<file path="config.mk">
export PLATFORM = sky130hd
export DESIGN_NAME = i2s_frame_receiver
export DESIGN_NICKNAME = d
export VERILOG_FILES = /design/src/rtl/i2s_frame_receiver_pkg.sv /design/src/rtl/i2s_word_shifter.sv /design/src/rtl/i2s_frame_receiver.sv
export SDC_FILE = /design/constraint.sdc
export NUM_CORES = 1
export LEC_CHECK = 0
export BUFFER_PORTS_ARGS = -buffer_cell sky130_fd_sc_hd__buf_4
export CORE_AREA = 2 2 107 109
export CTS_CLUSTER_DIAMETER = 100
export DETAILED_ROUTE_END_ITERATION = 6
export DIE_AREA = 0 0 109 111
export PLACE_DENSITY_LB_ADDON = 0.2
export SLEW_MARGIN = 10
export SYNTH_ARGS = -nofsm -noshare
export SYNTH_HDL_FRONTEND = slang
export SYNTH_SLANG_ARGS = --single-unit
</file>
<file path="constraint.sdc">
create_clock -name sck -period 2.4 [get_ports sck]
set_input_delay 0.12 -clock sck [delete_from_list [all_inputs] [get_ports sck]]
set_output_delay 0.12 -clock sck [all_outputs]
set_load 0.005 [all_outputs]
</file>
<file path="src/rtl/i2s_frame_receiver_pkg.sv">
`default_nettype none
// ============================================================================
//  Module      : i2s_frame_receiver_pkg
//  Description : Shared constants for the I2S frame receiver: default sample
//                width, word-select polarity and FSM state encoding.
//  Revision    : 1.0 - initial release
// ============================================================================
package i2s_frame_receiver_pkg;

    // Default sample width and matching bit-counter width
    localparam int c_WIDTH_DEFAULT     = 24;
    localparam int c_CNT_WIDTH_DEFAULT = 5;

    // Word-select polarity
    localparam logic c_WS_LEFT  = 1'b0;
    localparam logic c_WS_RIGHT = 1'b1;

    // Frame-sync FSM encoding
    localparam logic [1:0] c_ST_UNSYNC = 2'd0;
    localparam logic [1:0] c_ST_LEFT   = 2'd1;
    localparam logic [1:0] c_ST_RIGHT  = 2'd2;

endpackage : i2s_frame_receiver_pkg
`default_nettype wire

</file>
<file path="src/rtl/i2s_word_shifter.sv">
`default_nettype none
// ============================================================================
//  Module      : i2s_word_shifter
//  Description : Left-aligned MSB-first word assembler. Inserts one serial bit
//                per clock at position WIDTH-1-count, saturates once WIDTH
//                bits are held, and clears on close. The word output already
//                includes the bit presented this cycle, so a word can be
//                captured on the same cycle that closes it.
//  Revision    : 1.0 - initial release
// ============================================================================
module i2s_word_shifter
    import i2s_frame_receiver_pkg::*;
#(
    parameter int WIDTH     = c_WIDTH_DEFAULT,
    parameter int CNT_WIDTH = c_CNT_WIDTH_DEFAULT
) (
    input  logic             sck,
    input  logic             reset,
    input  logic             sd,
    input  logic             close,
    output logic [WIDTH-1:0] word
);

    logic [WIDTH-1:0]     r_shreg;
    logic [CNT_WIDTH-1:0] r_count;
    logic [WIDTH-1:0]     w_word;

    // Insert the current bit at its left-aligned slot; a saturated count matches no slot
    always_comb begin
        w_word = r_shreg;
        for (int i = 0; i < WIDTH; i++) begin
            if (r_count == CNT_WIDTH'(WIDTH - 1 - i)) begin
                w_word[i] = sd;
            end
        end
    end

    // Keep the partial word and bit count; closing starts a fresh, zeroed word
    always_ff @(posedge sck) begin
        if (reset || close) begin
            r_shreg <= '0;
            r_count <= '0;
        end else begin
            r_shreg <= w_word;
            if (r_count < CNT_WIDTH'(WIDTH)) begin
                r_count <= r_count + CNT_WIDTH'(1);
            end
        end
    end

    assign word = w_word;

endmodule : i2s_word_shifter
`default_nettype wire

</file>
<file path="src/rtl/i2s_frame_receiver.sv">
`default_nettype none
// ============================================================================
//  Module      : i2s_frame_receiver
//  Description : Deserialises an I2S stream into left/right sample pairs and
//                presents each completed stereo frame on a valid/ready port.
//                Tracks frame alignment and flags dropped frames (sticky).
//  Revision    : 1.0 - initial release
// ============================================================================
module i2s_frame_receiver
    import i2s_frame_receiver_pkg::*;
#(
    parameter int WIDTH     = c_WIDTH_DEFAULT,
    parameter int CNT_WIDTH = c_CNT_WIDTH_DEFAULT
) (
    input  logic             sck,
    input  logic             reset,
    input  logic             ws,
    input  logic             sd,
    input  logic             ready,
    output logic             valid,
    output logic [WIDTH-1:0] frame_left,
    output logic [WIDTH-1:0] frame_right,
    output logic             overrun,
    output logic             synced
);

    logic             r_ws_d;
    logic             w_ws_edge;
    logic             w_fall;
    logic             w_rise;

    logic [1:0]       r_state;
    logic [1:0]       w_state_next;
    logic             w_synced;
    logic             w_latch_left;
    logic             w_emit;

    logic [WIDTH-1:0] w_word;
    logic [WIDTH-1:0] r_left_hold;

    logic             r_valid;
    logic             r_overrun;
    logic [WIDTH-1:0] r_frame_left;
    logic [WIDTH-1:0] r_frame_right;

    // Delayed word select for edge detection
    always_ff @(posedge sck) begin
        if (reset) begin
            r_ws_d <= 1'b0;
        end else begin
            r_ws_d <= ws;
        end
    end

    assign w_ws_edge = ws ^ r_ws_d;
    assign w_fall    = (r_ws_d == c_WS_RIGHT) && (ws == c_WS_LEFT);
    assign w_rise    = (r_ws_d == c_WS_LEFT)  && (ws == c_WS_RIGHT);

    // One shifter serves both channels; every ws edge closes the current word
    i2s_word_shifter #(
        .WIDTH     (WIDTH),
        .CNT_WIDTH (CNT_WIDTH)
    ) u_shifter (
        .sck   (sck),
        .reset (reset),
        .sd    (sd),
        .close (w_ws_edge),
        .word  (w_word)
    );

    // FSM state register
    always_ff @(posedge sck) begin
        if (reset) begin
            r_state <= c_ST_UNSYNC;
        end else begin
            r_state <= w_state_next;
        end
    end

    // FSM next state: only a fall edge can establish alignment
    always_comb begin
        w_state_next = r_state;
        case (r_state)
            c_ST_UNSYNC: if (w_fall) w_state_next = c_ST_LEFT;
            c_ST_LEFT:   if (w_rise) w_state_next = c_ST_RIGHT;
            c_ST_RIGHT:  if (w_fall) w_state_next = c_ST_LEFT;
            default:     w_state_next = c_ST_UNSYNC;
        endcase
    end

    // FSM outputs: alignment flag, left-word capture and frame completion
    always_comb begin
        w_synced     = 1'b0;
        w_latch_left = 1'b0;
        w_emit       = 1'b0;
        case (r_state)
            c_ST_LEFT: begin
                w_synced     = 1'b1;
                w_latch_left = w_rise;
            end
            c_ST_RIGHT: begin
                w_synced = 1'b1;
                w_emit   = w_fall;
            end
            default: begin
                w_synced = 1'b0;
            end
        endcase
    end

    // Hold the finished left word until its right partner completes
    always_ff @(posedge sck) begin
        if (reset) begin
            r_left_hold <= '0;
        end else if (w_latch_left) begin
            r_left_hold <= w_word;
        end
    end

    // Output buffer: load on emit when free or being consumed, else drop and flag
    always_ff @(posedge sck) begin
        if (reset) begin
            r_valid       <= 1'b0;
            r_overrun     <= 1'b0;
            r_frame_left  <= '0;
            r_frame_right <= '0;
        end else if (w_emit) begin
            if (!r_valid || ready) begin
                r_valid       <= 1'b1;
                r_frame_left  <= r_left_hold;
                r_frame_right <= w_word;
            end else begin
                r_overrun <= 1'b1;
            end
        end else if (r_valid && ready) begin
            r_valid <= 1'b0;
        end
    end

    assign valid       = r_valid;
    assign overrun     = r_overrun;
    assign frame_left  = r_frame_left;
    assign frame_right = r_frame_right;
    assign synced      = w_synced;

endmodule : i2s_frame_receiver
`default_nettype wire
</file>
==> summary.txt, run 1 <==
Run status
  • Status: completed

Placed design
  • Routability Congestion: 0.758
  • Port bufs: 55
  • Inst Count DP: 607
  • Pre-CTS setup slack: 0.581 ns
  • Placed inst area: 0.00474 mm^2
  • Dpl hpwl: 6350 um

Global routing
  • Largest net degree at the start of global routing: 67
  • First-pass GRT wire length: 16700 um
  • Antenna violations before repair: 0
  • Vias in the first global route: 3113
  • Total grt overflow: 0
  • GRT Total Usage: 17.5%

Timing
  • Worst Clk Skew: 0.00760 ns
  • Slew @ Worst Pin: 0.728 ns
  • Crit share post-route: 78.4%
  • Final worst slack: 0.519 ns
  • Max-slew headroom: 51.5%
  • Hold Fails Final Rpt: 0
  • Sum of negative setup slack: 0 ns
  • Unrepaired setup endpoints after global routing: false
  • Period minus WS final: 1.88 ns
  • Final Max Slew Viols: 0
  • Peak Freq: 0.532 GHz
  • Final setup fails: 0

Routing
  • Vias per std cell: 5.29
  • DR vias: 3292
  • Routed wire length: 10300 um
  • DR WL/cell: 16.5 um
  • DRT iter0 DRCs: 189
  • DRC: 0
  • DRT Pass-1 Iters: 4
  • Antenna Nets Post-Route: 0

Clock network
  • Hold Buf Count CTS: 0
  • Htree depth: 3
  • CTS root buf: clkbuf_16
  • CTS sink cnt: 106
  • Resized cells post-CTS: 0
  • Setup repair bufs after CTS: 0
  • Clock slew at reported path FFs: 0.07 ns
  • Num CTS Buffers: 9
  • CTS tree: built
  • CTS max path bufs: 2
  • Worst skew pair latency: 0.33 ns

Yosys
  • Syn Area/Cell: 9.67 um^2
  • Mapped Area: 0.00427 mm^2
  • Syn Inst Count: 442
  • Synth warn: 0
  • Sequential fraction of the synthesis area: 49.7%
  • Area contributors post-synth: dfxtp_1, a211oi_1, a21oi_1
  • Syn nets: 459
  • Yosys reg bits: 106
  • Distinct cells, synth: 32
  • Cell taking the most area after synthesis: dfxtp_1
  • Share of Yosys cell area claimed by the top area cell type: 49.7%

Setup path
  • Buf+Inv Stages, Crit Path: 1
  • Crit-path max FO: 16
  • Crit path cell chain: buf_4, and4bb_2, mux2i_1, a211oi_1
  • Crit-path max cell delay: 0.69 ns
  • Highest-delay cell along the critical path: dfxtp_1
  • Startpoint Class: register
  • Crit path capture type: register
  • Worst path top cell family by delay: flip-flops
  • Setup CP Type: reg2reg
  • Worst EP arrival: 2.07 ns
  • Req. time, crit path: 2.59 ns

Job
  • Max-Cap Viols: 0

Floorplanning
  • Die H: 111 um
  • Core ar.: 0.0111 mm^2
  • DIE AREA: 0.0121 mm^2
  • Num rows: 39
  • Starting Density: 38.6%
  • Io pins: 56
  • Die W: 109 um

Finish
  • Number of diodes: 0
  • Area growth syn-to-layout: 17.7%
  • Fillers: 1063
  • Share of cells above drive strength 1: 19.6%
  • Fin cells: 622
  • # nets final: 492
  • Fin area: 0.00503 mm^2

Power
  • Pwr Density: 760 mW/mm^2
  • Leak: 1.83 nW
  • Tot Pwr: 3.82 mW
  • Maximum VDD drop: 372 uV

Min path
  • HP Class: in2reg
[final timing paths]
path	cells after the start	start	slack, ns	end
worst max-delay path	4	u_shifter.r_count[4]$_SDFFE_PP0N_	0.52	r_left_hold[4]$_SDFFE_PP0P_
worst min-delay path	3	ws	0.02	r_ws_d$_SDFF_PP0_
worst max register to register	4	u_shifter.r_count[4]$_SDFFE_PP0N_	0.52	r_left_hold[4]$_SDFFE_PP0P_
worst min register to register	2	r_left_hold[9]$_SDFFE_PP0P_	0.47	frame_left[9]$_SDFFE_PP0P_
[flip-flops by register name, indices dropped and copies added (netlist names)]
name / cells
frame_left: 24
r_state: 2
u_shifter.r_count: 5
frame_right: 24
u_shifter.r_shreg: 24
r_left_hold: 24
valid: 1
r_ws_d: 1
overrun: 1
[worst reg2reg max path, cell delays in order, from the launching register on]
cell and delay, ns:
dfxtp_1 0.69, buf_4 0.32, and4bb_2 0.26, mux2i_1 0.33, a211oi_1 0.14
[cells by family after synthesis]
| group | count (synthesis) | share of synthesized area [%] |
|---|---|---|
| AO/OA/AOI/OAI | 132 | 18.9 |
| XOR/XNOR | 2 | 0.410 |
| adder cells (fa/ha/maj) | 12 | 3.51 |
| buffers and inverters | 52 | 5.48 |
| flip-flops | 106 | 49.7 |
| multiplexers | 24 | 5.62 |
| AND/OR/NAND/NOR | 114 | 16.5 |
[stage by stage]
step | hold WS, ns | util, %
finish | 0.0217 | 45.4
global route | 0.0396 | 45.4
CTS | 0.0111 | 45.4
detailed placement | 0.367 | 42.8
global placement | 0.358 | 42.8
floorplan | 0.249 | -
[layout make-up]
type                       instances  area [um^2]  area share [%]
clock buffer                      10          229            4.55
tap                              143          179            3.56
timing repair buffer              66          495            9.85
clock inverter                     5         56.3            1.12
multi-input combinational        284         1920            38.1
inverter                           8         30.0           0.597
sequential                       106         2120            42.2
[routing by layer]
layer	part of all wire (%)	routed length (um)	track usage (%)
met5	0	0	0
met1	49	5020	25.0
met3	3.6	374	3.29
met4	0.64	66	4.62
met2	47	4790	26.9
[where the power goes]
group,switching (mW),internal (mW),leakage (nW)
combinational,0.263,0.184,0.831
clock,0.629,0.802,0.138
sequential,0.0737,1.87,0.857
[synthesized netlist by cell type, drive strengths merged]
cell type	number
buf	19
a21boi	1
nand3	26
inv	8
a31oi	1
nor3	1
a311oi	1
nand2	3
a211oi	49
dfxtp	106
and2	2
nor2b	1
a21oi	54
nor4b	4
and4bb	12
clkbuf	25
xnor2	2
nand4b	7
ha	12
o21bai	2
and3	1
mux2i	24
nor3b	1
o21ai	24
nor2	53
nand2b	3
[placed cells by master (no fill, tap or decap), types with 8 or more instances in the layout]
cell,Yosys,layout
nand3_1,26,26
and4bb_2,8,8
buf_4,2,66
a211oi_1,47,47
nor2_1,53,53
clkbuf_16,0,9
o21ai_0,24,24
a21oi_1,54,54
inv_1,8,8
mux2i_1,24,24
ha_1,12,12
dfxtp_1,106,106
(Power assumes the default switching activity.)
==> run 2: changes to the inputs <==
==> constraint.sdc (replaced) <==
create_clock -name sck -period 1.6 [get_ports sck]
set_input_delay 0.08 -clock sck [delete_from_list [all_inputs] [get_ports sck]]
set_output_delay 0.08 -clock sck [all_outputs]
set_load 0.005 [all_outputs]
==> summary.txt, run 2 (synthesized netlist as in run 1, its figures left out) <==
Run status
  • Status: completed

Timing
  • Hold Fails Final Rpt: 0 (unchanged)
  • Period minus WS final: 1.52 ns (-0.364 ns)
  • Final setup fails: 0 (unchanged)
  • Slew @ Worst Pin: 0.522 ns (-0.205 ns)
  • Worst Clk Skew: 0.00737 ns (-0.000236 ns)
  • Crit share post-route: 94.9% (+16 points)
  • Final worst slack: 0.0822 ns (-0.436 ns)
  • Unrepaired setup endpoints after global routing: true
  • Peak Freq: 0.659 GHz (+24%)
  • Sum of negative setup slack: 0 ns (unchanged)
  • Max-slew headroom: 65.2% (+14 points)
  • Final Max Slew Viols: 0 (unchanged)
  • Hold slack: 0.237 ns (+0.215 ns)

Floorplanning
  • Starting Density: 38.6% (unchanged)
  • Num rows: 39 (unchanged)
  • Die H: 111 um (unchanged)
  • Core ar.: 0.0111 mm^2 (unchanged)
  • DIE AREA: 0.0121 mm^2 (unchanged)
  • Die W: 109 um (unchanged)
  • Io pins: 56 (unchanged)

Setup path
  • Crit path capture type: register
  • Setup CP Type: reg2reg
  • Worst EP arrival: 1.73 ns (-0.34 ns)
  • Crit-path max cell delay: 0.34 ns (-0.35 ns)
  • R2r setup slk: 0.08 ns (-0.44 ns)
  • Crit path cell chain: buf_4, ha_1, and3_1, ha_2, mux2i_2, a211oi_1
  • FF-to-FF Start: u_shifter.r_count[1]$_SDFFE_PP0N_
  • Reg2reg path depth: 6 (+2)
  • Reg-to-reg critical path endpoint: frame_right[8]$_SDFFE_PP0P_
  • Crit-path max FO: 4 (-12)
  • Buf+Inv Stages, Crit Path: 1 (unchanged)
  • Startpoint Class: register
  • Req. time, crit path: 1.81 ns (-0.78 ns)
  • Worst path top cell family by delay: adder cells
  • Highest-delay cell along the critical path: dfxtp_2

Routing
  • Vias per std cell: 5.31 (+0.39%)
  • DRT iter0 DRCs: 242 (+28%)
  • DRC: 0 (unchanged)
  • Antenna Nets Post-Route: 0 (unchanged)
  • DR WL/cell: 16.6 um (+0.90%)
  • Routed wire length: 10500 um (+2.5%)
  • DR vias: 3358 (+2.0%)
  • DRT Pass-1 Iters: 4 (unchanged)

Global routing
  • First-pass GRT wire length: 17100 um (+2.5%)
  • GRT Total Usage: 18.0% (+0.54 points)
  • Vias in the first global route: 3320 (+6.6%)
  • Antenna violations before repair: 0 (unchanged)
  • Total grt overflow: 0 (unchanged)
  • Largest net degree at the start of global routing: 50 (-25%)

Power
  • Maximum VDD drop: 679 uV (+82%)
  • Pwr Density: 1100 mW/mm^2 (+44%)
  • Leak: 1.91 nW (+4.6%)

Placed design
  • Routability Congestion: 0.767 (+1.3%)
  • Dpl hpwl: 6500 um (+2.3%)
  • Port bufs: 55 (unchanged)
  • Placed inst area: 0.00488 mm^2 (+2.8%)
  • Pre-CTS setup slack: 0.00675 ns (-0.575 ns)
  • Inst Count DP: 613 (+0.99%)

Clock network
  • CTS tree: built
  • CTS root buf: clkbuf_16
  • CTS sink cnt: 106 (unchanged)
  • Htree depth: 3 (unchanged)
  • Worst skew pair latency: 0.35 ns (+0.02 ns)
  • Num CTS Buffers: 9 (unchanged)
  • Clock slew at reported path FFs: 0.07 ns (about the same)
  • CTS max path bufs: 2 (unchanged)

Min path
  • Hold Crit Endpoint: overrun$_SDFFE_PP0P_
  • Hold depth: 3 (unchanged)
  • HP Class: in2reg
  • HP Start: reset

Finish
  • # nets final: 501 (+1.8%)
  • Most frequent cells in the layout: dfxtp_1, buf_4, a21oi_1
  • Fillers: 1037 (-2.4%)
  • Most common cell after layout, fill and taps aside: dfxtp_1
  • Share of cells above drive strength 1: 24.3% (+4.7 points)
  • Number of diodes: 0 (unchanged)
  • Fin area: 0.00527 mm^2 (+4.9%)
  • Fin cells: 632 (+1.6%)
  • Area growth syn-to-layout: 23.4%

Job
  • Max-Cap Viols: 0 (unchanged)
run 2: cell count changes in the layout (fill, tap and decap cells not counted), moves of 2 or more:
cell / previous run / this run
buf_12: 0 / 7
mux2i_1: 24 / 18
ha_1: 12 / 7
ha_2: 0 / 5
mux2i_2: 0 / 5
clkbuf_8: 0 / 3
buf_4: 66 / 64
dfxtp_1: 106 / 104
dfxtp_2: 0 / 2
dlygate4sd3_1: 0 / 2
run 2: area by class of cell:
cell class	instances	area [um^2]	share of cell area, %
clock buffer	12	267	5.05
clock inverter	4	25.0	0.474
inverter	8	30.0	0.569
multi-input combinational	284	1970	37.4
sequential	106	2120	40.3
tap	143	179	3.39
timing repair buffer	75	677	12.8
run 2: how the worst max path moves through the flow:
stage	startpoint	endpoint	slack (ns)	depth (start not counted)
after floorplan	r_state[0]$_SDFFE_PP0P_	overrun$_SDFFE_PP0P_	0.08	8
after global placement	u_shifter.r_count[0]$_SDFFE_PP0N_	frame_right[20]$_SDFFE_PP0P_	0.001	4
after detailed placement	u_shifter.r_count[0]$_SDFFE_PP0N_	frame_right[5]$_SDFFE_PP0P_	0.007	5
after CTS	u_shifter.r_count[0]$_SDFFE_PP0N_	frame_right[20]$_SDFFE_PP0P_	-0.0009	4
after global routing	u_shifter.r_count[0]$_SDFFE_PP0N_	frame_right[21]$_SDFFE_PP0P_	-0.02	5
final	u_shifter.r_count[1]$_SDFFE_PP0N_	frame_right[8]$_SDFFE_PP0P_	0.08	6
run 2: worst reg2reg max path, cell delays in order (launching register included):
cell,delay [ns]
dfxtp_2,0.34
buf_4,0.14
ha_1,0.18
and3_1,0.18
ha_2,0.18
mux2i_2,0.25
a211oi_1,0.11
run 2: layer usage:
metal | track usage [%] | routed length, um | up-vias
met1 | 24.6 | 5070 | 1612
met3 | 4.00 | 449 | 12
met2 | 28.0 | 4860 | 69
met5 | 0 | 0 | -
li1 | - | - | 1665
met4 | 5.90 | 137 | 0
run 2: timing repair:
action                                 CTS  global route
cloned                                   0             1
buffers inserted                         0             0
resized for setup                        4            15
pin swaps                                0             1
endpoints found under the hold margin    8             0
setup endpoints to repair                6            50
hold buffers                             2             0
run 2: through the flow:
step,util [%],power (mW)
2_1_floorplan,-,3.44
3_3_place_gp,44.0,3.67
3_5_place_dp,44.0,3.69
4_1_cts,47.0,5.83
5_1_grt,47.6,6.07
6_report,47.6,5.79
run 2: power by group:
| group | internal [mW] | total (mW) | switching, mW | leakage, nW |
|---|---|---|---|---|
| logic | 0.325 | 0.744 | 0.419 | 0.911 |
| clock network | 1.18 | 2.12 | 0.946 | 0.141 |
| registers | 2.81 | 2.93 | 0.119 | 0.857 |
==> run 3: changes to the inputs <==
--- a/config.mk
+++ b/config.mk
@@ -7,6 +7,7 @@
 export LEC_CHECK = 0
 export BUFFER_PORTS_ARGS = -buffer_cell sky130_fd_sc_hd__buf_4
 export CORE_AREA = 2 2 107 109
+export CTS_BUF_LIST = sky130_fd_sc_hd__clkbuf_8
 export CTS_CLUSTER_DIAMETER = 100
 export DETAILED_ROUTE_END_ITERATION = 6
 export DIE_AREA = 0 0 109 111
==> summary.txt, run 3 (synthesized netlist as in run 1, its figures left out) <==
Timing
  • Crit share post-route: 95.1% (+0.19 points)
  • Worst Clk Skew: 0.0102 ns (+0.00288 ns)
  • Peak Freq: 0.658 GHz (-0.20%)
  • Unrepaired setup endpoints after global routing: true
  • Max-slew headroom: 66.0% (+0.86 points)
  • Final setup fails: 0 (unchanged)
  • Hold slack: 0.243 ns (+0.00555 ns)
  • Final Max Slew Viols: 0 (unchanged)
  • Period minus WS final: 1.52 ns (+0.00299 ns)
  • Slew @ Worst Pin: 0.509 ns (-0.0129 ns)
  • Hold Fails Final Rpt: 0 (unchanged)

Finish
  • Area growth syn-to-layout: 21.2%
  • Fin cells: 632 (unchanged)
  • # nets final: 501 (unchanged)
  • Most frequent cells in the layout: dfxtp_1, buf_4, a21oi_1
  • Most common cell after layout, fill and taps aside: dfxtp_1
  • Number of diodes: 0 (unchanged)
  • Share of cells above drive strength 1: 24.7% (+0.41 points)

Power
  • Flop pwr share: 55.7% (+5.2 points)
  • Comb power frac: 14.2% (+1.4 points)
  • Switching fraction of total power: 27.2% (+1.6 points)
  • Clk pwr share: 30.1% (-6.5 points)
  • P_sw: 1.43 mW (-3.9%)
  • Leak: 1.86 nW (-2.7%)
  • Pint: 3.82 mW (-11%)
  • Pwr Density: 1010 mW/mm^2 (-7.8%)
  • Maximum VDD drop: 552 uV (-19%)

Routing
  • DRT Pass-1 Iters: 4 (unchanged)
  • DR vias: 3349 (-0.27%)
  • Vias per std cell: 5.30 (-0.27%)
  • Antenna Nets Post-Route: 0 (unchanged)
  • Routed wire length: 10400 um (-1.4%)
  • DRC: 0 (unchanged)
  • DRT iter0 DRCs: 243 (+0.41%)
  • DR WL/cell: 16.4 um (-1.4%)

Global routing
  • Largest net degree at the start of global routing: 50 (unchanged)
  • Total grt overflow: 0 (unchanged)
  • Antenna violations before repair: 0 (unchanged)
  • First-pass GRT wire length: 17000 um (-0.65%)
  • Vias in the first global route: 3314 (-0.18%)
  • GRT Total Usage: 17.8% (-0.24 points)

Floorplanning
  • Core ar.: 0.0111 mm^2 (unchanged)
  • Die H: 111 um (unchanged)
  • DIE AREA: 0.0121 mm^2 (unchanged)
  • Io pins: 56 (unchanged)
  • Starting Density: 38.6% (unchanged)
  • Num rows: 39 (unchanged)
  • Die W: 109 um (unchanged)

Clock network
  • Htree depth: 3 (unchanged)
  • CTS max path bufs: 2 (unchanged)
  • CTS sink cnt: 106 (unchanged)
  • Worst skew pair latency: 0.38 ns (+0.03 ns)
  • CTS tree: built
  • Num CTS Buffers: 9 (unchanged)
  • CTS root buf: clkbuf_8
  • Clock slew at reported path FFs: 0.09 ns (+0.02 ns)

Setup path
  • Crit path capture type: register
  • Startpoint Class: register
  • Crit-path max cell delay: 0.35 ns (about the same)
  • Crit-path max FO: 4 (unchanged)
  • Req. time, crit path: 1.84 ns (+0.03 ns)
  • Setup CP Type: reg2reg
  • Crit path cell chain: buf_4, ha_1, and3_1, ha_2, mux2i_2, a211oi_1
  • Worst EP arrival: 1.76 ns (+0.03 ns)
  • Highest-delay cell along the critical path: dfxtp_2

Placed design
  • Inst Count DP: 613 (unchanged)
  • Routability Congestion: 0.767 (unchanged)
  • Dpl hpwl: 6500 um (unchanged)
  • Port bufs: 55 (unchanged)

Job
  • Max-Cap Viols: 0 (unchanged)

Min path
  • HP Class: in2reg

Run status
  • Status: completed
==> run 3: path summary, 6_finish.rpt <==
| kind | slack, ns | depth (start not counted) | to | start |
|---|---|---|---|---|
| worst min-delay path | 0.24 | 3 | u_shifter.r_shreg[5]$_SDFF_PP0_ | sd |
| worst max register to register | 0.08 | 6 | frame_right[8]$_SDFFE_PP0P_ | u_shifter.r_count[1]$_SDFFE_PP0N_ |
| worst min register to register | 0.48 | 2 | frame_left[1]$_SDFFE_PP0P_ | r_left_hold[1]$_SDFFE_PP0P_ |
| worst max-delay path | 0.08 | 6 | frame_right[8]$_SDFFE_PP0P_ | u_shifter.r_count[1]$_SDFFE_PP0N_ |
==> run 3: timing repair <==
| action | 4_1_cts | 5_1_grt |
|---|---|---|
| gates resized for setup | 6 | 15 |
| cloned | 0 | 1 |
| setup buffers | 0 | 0 |
| endpoints found under the hold margin | 8 | 0 |
| endpoints found under the setup margin | 7 | 47 |
| hold buffers | 2 | 0 |
| pin swaps | 0 | 1 |
==> run 3: cell type report <==
class / instances / area [um^2]
clock buffers: 12 / 165
clock inverters: 4 / 25.0
fillers: 1043 / 5900
inverters: 8 / 30.0
multi-input cells: 284 / 1980
flip-flops and latches: 106 / 2120
well taps: 143 / 179
repair buffers: 75 / 677
==> run 3: power groups by stage <==
stage	combinational, mW	clock [mW]	sequential [mW]
2_1_floorplan	0.498	0	2.94
4_1_cts	0.718	1.63	2.92
6_report	0.743	1.58	2.92
3_3_place_gp	0.690	0	2.98
5_1_grt	0.828	1.74	2.95
3_5_place_dp	0.709	0	2.98
==> run 3: worst max-delay path, delay by kind of cell (launching register included) <==
family | cells | cell delay, ns
DFF | 1 | 0.35
adders and majority gates | 2 | 0.36
AOI/OAI and AO/OA | 1 | 0.11
and+or+nand+nor | 1 | 0.18
buffers and inverters | 1 | 0.14
muxes | 1 | 0.25
==> run 3: metrics by stage <==
stage	setup TNS (ns)	power, mW	setup WS (ns)	util (%)	area, um^2
6_report	0	5.24	0.0792	46.8	5180
3_3_place_gp	0	3.67	0.00120	44.0	4880
2_1_floorplan	0	3.44	0.0817	-	4270
4_1_cts	0	5.27	0.000845	46.1	5110
3_5_place_dp	0	3.69	0.00675	44.0	4880
5_1_grt	-0.0596	5.52	-0.0240	46.8	5180
==> run 3: metal layers <==
layer,wire [um],global-route usage (%)
met5,0,0
met4,80,3.85
met3,407,4.88
met2,4840,27.3
met1,5040,24.9
